--- src/rtl/backward_recursion.sv ---
// Anti-causal complex recursion y[n] = x[n] + a*y[n+1] over blocks of DEPTH samples.
// Input lands in a ping-pong buffer and each full bank is read back in reverse order.
module backward_recursion #(
  parameter int DEPTH     = 64,
  parameter int DATA_W    = 16,
  parameter int COEF_W    = 16,
  parameter int FRAC_BITS = 14,
  parameter int FACTOR_R  = 0,
  parameter int FACTOR_I  = 0
) (
  input  logic                     clk,
  input  logic                     rst,
  input  logic                     in_valid,
  input  logic [DATA_W-1:0]        in_r,
  input  logic [DATA_W-1:0]        in_i,
  output logic                     out_valid,
  output logic [DATA_W-1:0]        out_r,
  output logic [DATA_W-1:0]        out_i,
  output logic [$clog2(DEPTH)-1:0] out_idx,
  output logic                     out_last,
  output logic                     overrun
);

  localparam int AW = $clog2(DEPTH);
  localparam int PW = DATA_W + COEF_W + 1;
  localparam int SW = PW + 1;
  localparam logic [AW-1:0]            LAST  = AW'(DEPTH - 1);
  localparam logic signed [COEF_W-1:0] C_R   = COEF_W'(FACTOR_R);
  localparam logic signed [COEF_W-1:0] C_I   = COEF_W'(FACTOR_I);
  localparam logic signed [SW-1:0]     MAX_V = SW'((longint'(1) <<< (DATA_W - 1)) - longint'(1));
  localparam logic signed [SW-1:0]     MIN_V = ~MAX_V;

  typedef enum logic [1:0] {IDLE, READ, DRAIN} state_t;

  logic [2*DATA_W-1:0]      r_mem [2*DEPTH];
  logic [AW-1:0]            r_wrAddr, r_rdAddr, r_s1Idx;
  logic                     r_wrBank, r_rdBank;
  logic                     r_s1Valid, r_s1First, r_s1Last;
  logic signed [DATA_W-1:0] r_s1R, r_s1I;
  state_t                   r_state, w_nextState;

  logic                     w_swapReq, w_swapOk, w_issue, w_issueFirst, w_issueLast;
  logic signed [DATA_W-1:0] w_yR, w_yI, w_satR, w_satI;
  logic signed [PW-1:0]     w_pRR, w_pII, w_pRI, w_pIR, w_prodR, w_prodI;
  logic signed [SW-1:0]     w_sumR, w_sumI;

  function automatic logic signed [DATA_W-1:0] sat(input logic signed [SW-1:0] v);
    if (v > MAX_V) return MAX_V[DATA_W-1:0];
    if (v < MIN_V) return MIN_V[DATA_W-1:0];
    return v[DATA_W-1:0];
  endfunction

  // A swap is accepted unless a pass is still mid-way; the final read cycle may hand over directly.
  assign w_swapReq = in_valid && (r_wrAddr == LAST);
  assign w_swapOk  = w_swapReq && ((r_state != READ) || w_issueLast);

  always_ff @(posedge clk) begin
    if (in_valid) r_mem[{r_wrBank, r_wrAddr}] <= {in_i, in_r};
    {r_s1I, r_s1R} <= r_mem[{r_rdBank, r_rdAddr}];
  end

  always_ff @(posedge clk) begin
    if (rst) begin
      r_wrAddr <= '0;
      r_wrBank <= 1'b0;
      r_rdAddr <= '0;
      r_rdBank <= 1'b0;
      overrun  <= 1'b0;
    end else begin
      if (in_valid) begin
        r_wrAddr <= (r_wrAddr == LAST) ? '0 : r_wrAddr + AW'(1);
        if (w_swapOk) r_wrBank <= ~r_wrBank;
      end
      if (w_swapOk) begin
        r_rdBank <= r_wrBank;
        r_rdAddr <= LAST;
      end else if (w_issue && !w_issueLast) begin
        r_rdAddr <= r_rdAddr - AW'(1);
      end
      // A rejected swap keeps the write bank, so the discarded block never touches the bank being read.
      if (w_swapReq && !w_swapOk) overrun <= 1'b1;
    end
  end

  always_ff @(posedge clk) begin
    if (rst) r_state <= IDLE;
    else     r_state <= w_nextState;
  end

  always_comb begin
    w_nextState = r_state;
    case (r_state)
      IDLE:    if (w_swapOk) w_nextState = READ;
      READ:    if (w_issueLast) w_nextState = w_swapOk ? READ : DRAIN;
      DRAIN: begin
        if (w_swapOk)                     w_nextState = READ;
        else if (r_s1Valid && r_s1Last)   w_nextState = IDLE;
      end
      default: w_nextState = IDLE;
    endcase
  end

  always_comb begin
    w_issue      = (r_state == READ);
    w_issueFirst = w_issue && (r_rdAddr == LAST);
    w_issueLast  = w_issue && (r_rdAddr == '0);
  end

  always_ff @(posedge clk) begin
    if (rst) begin
      r_s1Valid <= 1'b0;
      r_s1First <= 1'b0;
      r_s1Last  <= 1'b0;
      r_s1Idx   <= '0;
    end else begin
      r_s1Valid <= w_issue;
      r_s1First <= w_issueFirst;
      r_s1Last  <= w_issueLast;
      r_s1Idx   <= r_rdAddr;
    end
  end

  // The previous output register is the recursion state; the first sample of a pass sees zero.
  assign w_yR    = r_s1First ? '0 : $signed(out_r);
  assign w_yI    = r_s1First ? '0 : $signed(out_i);
  assign w_pRR   = PW'(C_R) * PW'(w_yR);
  assign w_pII   = PW'(C_I) * PW'(w_yI);
  assign w_pRI   = PW'(C_R) * PW'(w_yI);
  assign w_pIR   = PW'(C_I) * PW'(w_yR);
  assign w_prodR = (w_pRR - w_pII) >>> FRAC_BITS;
  assign w_prodI = (w_pRI + w_pIR) >>> FRAC_BITS;
  assign w_sumR  = SW'(w_prodR) + SW'(r_s1R);
  assign w_sumI  = SW'(w_prodI) + SW'(r_s1I);
  assign w_satR  = sat(w_sumR);
  assign w_satI  = sat(w_sumI);

  always_ff @(posedge clk) begin
    if (rst) begin
      out_valid <= 1'b0;
      out_r     <= '0;
      out_i     <= '0;
      out_idx   <= '0;
      out_last  <= 1'b0;
    end else begin
      out_valid <= r_s1Valid;
      if (r_s1Valid) begin
        out_r    <= w_satR;
        out_i    <= w_satI;
        out_idx  <= r_s1Idx;
        out_last <= r_s1Last;
      end
    end
  end

endmodule

--- config.mk ---
export PLATFORM = sky130hd
export DESIGN_NAME = backward_recursion
export DESIGN_NICKNAME = d
export VERILOG_FILES = /design/src/rtl/backward_recursion.sv
export SDC_FILE = /design/constraint.sdc
export NUM_CORES = 2
export LEC_CHECK = 0
export BUFFER_PORTS_ARGS = -buffer_cell sky130_fd_sc_hd__buf_2
export CORE_MARGIN = 2
export CORE_UTILIZATION = 40
export DETAILED_ROUTE_END_ITERATION = 10
export MAX_ROUTING_LAYER = met4
export PLACE_DENSITY = 0.58
export SLEW_MARGIN = 30
export SYNTH_ARGS = -nofsm -noshare
export SYNTH_HDL_FRONTEND = slang
export SYNTH_SLANG_ARGS = --single-unit
--- constraint.sdc ---
create_clock -name clk -period 10.5 [get_ports clk]
set_input_delay 0.525 -clock clk [delete_from_list [all_inputs] [get_ports clk]]
set_output_delay 0.525 -clock clk [all_outputs]
set_load 0.1 [all_outputs]
==> results.md <==
* Run status: finished, final reports clean
* Number of violations of the max-capacitance limit at 0
* Initial detailed-routing violation count at 12,200
* Avg Cell Area, Syn at roughly 21 um2
* Clock transition at the registers of the reported paths at approximately 0.060 ns
* Placed cell count at ~13,000
* Proportion of synthesized chip area in sequential cells at 77.9%
* Largest net degree at the start of global routing at between 100 and 150
* Gr usage total at between 20% and 30%
* Period Utilization, post-route at about half
* Worst supply voltage drop on vdd at ~140 uV
* Net Count, Synth at roughly 7,600
* Min Tclk post-route at ~5.3 ns
* Cell count after synthesis at around 7,500
* Final nets at 7,952
* Slew margin rel. at 28.5%
* Transition time of the tightest slew-check pin at around 1.1 ns
* Async S/R FF share, synth at 0%
* Worst path buffer plus inverter count at 3
* Final-layout worst hold slack at 0.0577 ns
* Worst-case clock skew at around 0.074 ns
* Mapped Area at 160,000 um2
* Instance area after placement at 169,000 um2
* Clock Tree Root: sky130_fd_sc_hd__clkbuf_16
* Commonest non-fill, non-tap cell in the layout: sky130_fd_sc_hd__edfxtp_1
* Worst-skew pair later-pin latency at 1.00 ns
* Pre-CTS worst setup slack at slightly above 5 ns
* Number of placed I/O pins at 76
* Initial core utilization at 40.2%
* Most frequent cell on the critical path: sky130_fd_sc_hd__buf_4
* Design area at around 180,000 um2
* Core box area at around 400,000 um2
* Area overhead of the layout relative to synthesis at 13.9%
* Clk buf depth at 4
* Number of pins with negative max-slew slack in the final report at 0
* Most used flip-flop cell after synthesis: sky130_fd_sc_hd__edfxtp_1
* Pwr per Cell Area at 185 nW/um2
* Number of antenna violations at the first check in global routing at 45
* Power, Total at 33.9 mW
* Unique masters post-synth at 64
* Hold Violations, Final at 0
* Postcts setup bufs at 0
* Std cell rows at roughly 230
* WP data arrival at 6.15 ns
* Total Neg Setup Slack at 0 ns
* Worst Setup Slack, final at 5.18 ns
* Final setup violation count at 0
* Utilization after layout at 45.8%
* Proportion of layout cells with a drive suffix above 1 at 24.5%
* DR vias at about 82,000
* Kind of cell adding the most delay to the critical path: buffers and inverters
* CP Launch Type: flop
* Number of buffers added on ports at 75
* First-pass GRT wire length at 667,000 um
* Series of cell instances along the critical path: buf_4 > buf_4 > buf_4 > mux4_2 > mux2i_1 > o22ai_1 > nor2_1 > a22oi_1
* Number of storage elements in the synthesis netlist at ~4,200
* Number of H-tree levels at 5
* Worst path max stage delay at between 0.8 and 0.9 ns
* Die Area at 406,000 um2
* Cts bufs inserted at 427
* Total of cells resized after clock tree synthesis at 0
* # DRC at 0
* Total Wirelength at ~490,000 um
* Avg Vias per Cell at ~6
* Synthesis warning total at 0
* RSZ-0062 raised after global routing: no
* Timing-limited maximum frequency at 188 MHz
* Half-perimeter wire length of the detailed placement result at ~270,000 um
* Number of hold buffers added after cts at 8
* Cell types with the largest area share after synthesis: sky130_fd_sc_hd__edfxtp_1 77%, sky130_fd_sc_hd__mux4_2 11%, sky130_fd_sc_hd__mux2i_1 4.4%
* Average wire per cell in the routed design at 36.1 um
* Worst-path fanout max at 49
* Critical path class: flop to flop
* Final Wtd Congestion at roughly 0.84
* Slowest library cell on the worst path: sky130_fd_sc_hd__nor2_1
* Number of flops mapped to enable cells by yosys at 4,096
* Horizontal die dimension at between 600 and 700 um
* Hold Crit Class: input port to flop
* Most used cells in the layout excluding fill and tap cells: 4,096 x sky130_fd_sc_hd__edfxtp_1, 779 x sky130_fd_sc_hd__mux4_2, 705 x sky130_fd_sc_hd__mux2i_1
* Clock sink total at 4,193
* Via count of the first global-routing pass at between 80,000 and 90,000
* Total leakage power at ~54 nW
* CTS tree: built
* Router iterations before antenna repair at 8
* Kind of end point of the critical path: flop
* Critical Path RT at 11.33 ns
* Yosys top cell area share at around three quarters
* Cell type with the highest aggregate area in the netlist: sky130_fd_sc_hd__edfxtp_1
* Number of nets with antenna violations after routing at 0
* Chip Height at around 640 um
* Total grt overflow at 0
* Cell Count, Final, Fillers Out at about 14,000
## area by class of cell
| type | count | area [um2] |
|---|---|---|
| Sequential cell | 4193 | 125000 |
| Clock inverter | 244 | 2310 |
| Tap cell | 5265 | 6590 |
| Inverter | 7 | 31.3 |
| Antenna cell | 28 | 70.1 |
| Clock buffer | 544 | 11400 |
| Fill cell | 33100 | 217000 |
| Timing Repair Buffer | 395 | 3250 |
| Multi-Input combinational cell | 2890 | 34200 |
## sequential cells by signal (all words and copies together), names as in the netlist
| signal | cells |
|---|---|
| r_rdAddr | 6 |
| out_idx | 6 |
| out_valid | 1 |
| r_wrBank | 1 |
| r_wrAddr | 6 |
| r_rdBank | 1 |
| r_s1Valid | 1 |
| r_s1Last | 1 |
| r_s1Idx | 6 |
| overrun | 1 |
| out_i | 16 |
| out_last | 1 |
| r_state | 2 |
| r_mem | 4096 |
| out_r | 16 |
| r_s1R | 16 |
| r_s1I | 16 |
## report_power, final
group | leakage, nW | switching, mW | internal, mW
Sequential | 37.6 | 0.0344 | 18.4
Combinational | 9.93 | 0.387 | 0.0517
Clock | 6.73 | 6.40 | 8.60
Total | 54.3 | 6.82 | 27.0
## path summary, 6_finish.rpt
path / startpoint / endpoint / slack [ns] / cells after the start
max: r_rdAddr[1]$_SDFFE_PP0P_ / r_s1I[0]$_DFF_P_ / 5.18 / 8
min: in_i[14] / r_mem[127][30]$_DFFE_PP_ / 0.06 / 1
max reg2reg: r_rdAddr[1]$_SDFFE_PP0P_ / r_s1I[0]$_DFF_P_ / 5.18 / 8
min reg2reg: r_s1Idx[5]$_SDFF_PP0_ / out_idx[5]$_SDFFE_PP0P_ / 0.47 / 2
## synth_stat cells (all sizes together), types with 2 or more instances
cell type	n
nor2b	24
clkbuf	120
a211oi	60
mux4	783
a22oi	141
o32a	2
nor3	19
a22o	16
a311oi	8
dfxtp	97
mux2i	705
a221oi	40
buf	317
o2111ai	8
nand2	234
and2	5
nand3	65
a211o	11
a31oi	43
nand3b	2
o211ai	31
or2	2
inv	5
o31a	7
edfxtp	4096
nor4	9
xor2	5
mux2	21
a21oi	134
a221o	5
clkinv	2
ha	3
nand4	12
o22ai	83
nand2b	13
a2111oi	13
a32oi	11
and3	8
o221ai	42
o21ai	72
or3	6
or3b	6
nor2	233
## worst register-to-register path: cells and delay by family (launching register included)
kind	cells	cell delay (ns)
AOI/OAI and AO/OA	2	0.48
buffers and inverters	3	2.25
DFF	1	0.61
muxes	2	1.01
and+or+nand+nor	1	0.83
## per-layer routing
| metal | track usage [%] | up-vias | wire length, um |
|---|---|---|---|
| li1 | - | 32300 | - |
| met1 | 33.3 | 44800 | 196000 |
| met2 | 37.3 | 4525 | 230000 |
| met3 | 4.58 | 725 | 47000 |
| met4 | 7.22 | 0 | 17000 |
| met5 | - | - | 0 |
## cells by family after synthesis
logic type	synth area share [%]
compound gates	3.18
xor+xnor	0.0273
fa+ha+maj	0.0234
buf+inv	1.66
flops	77.9
mux	15.5
simple gates	1.72
Power figures use the tool's default switching activity.
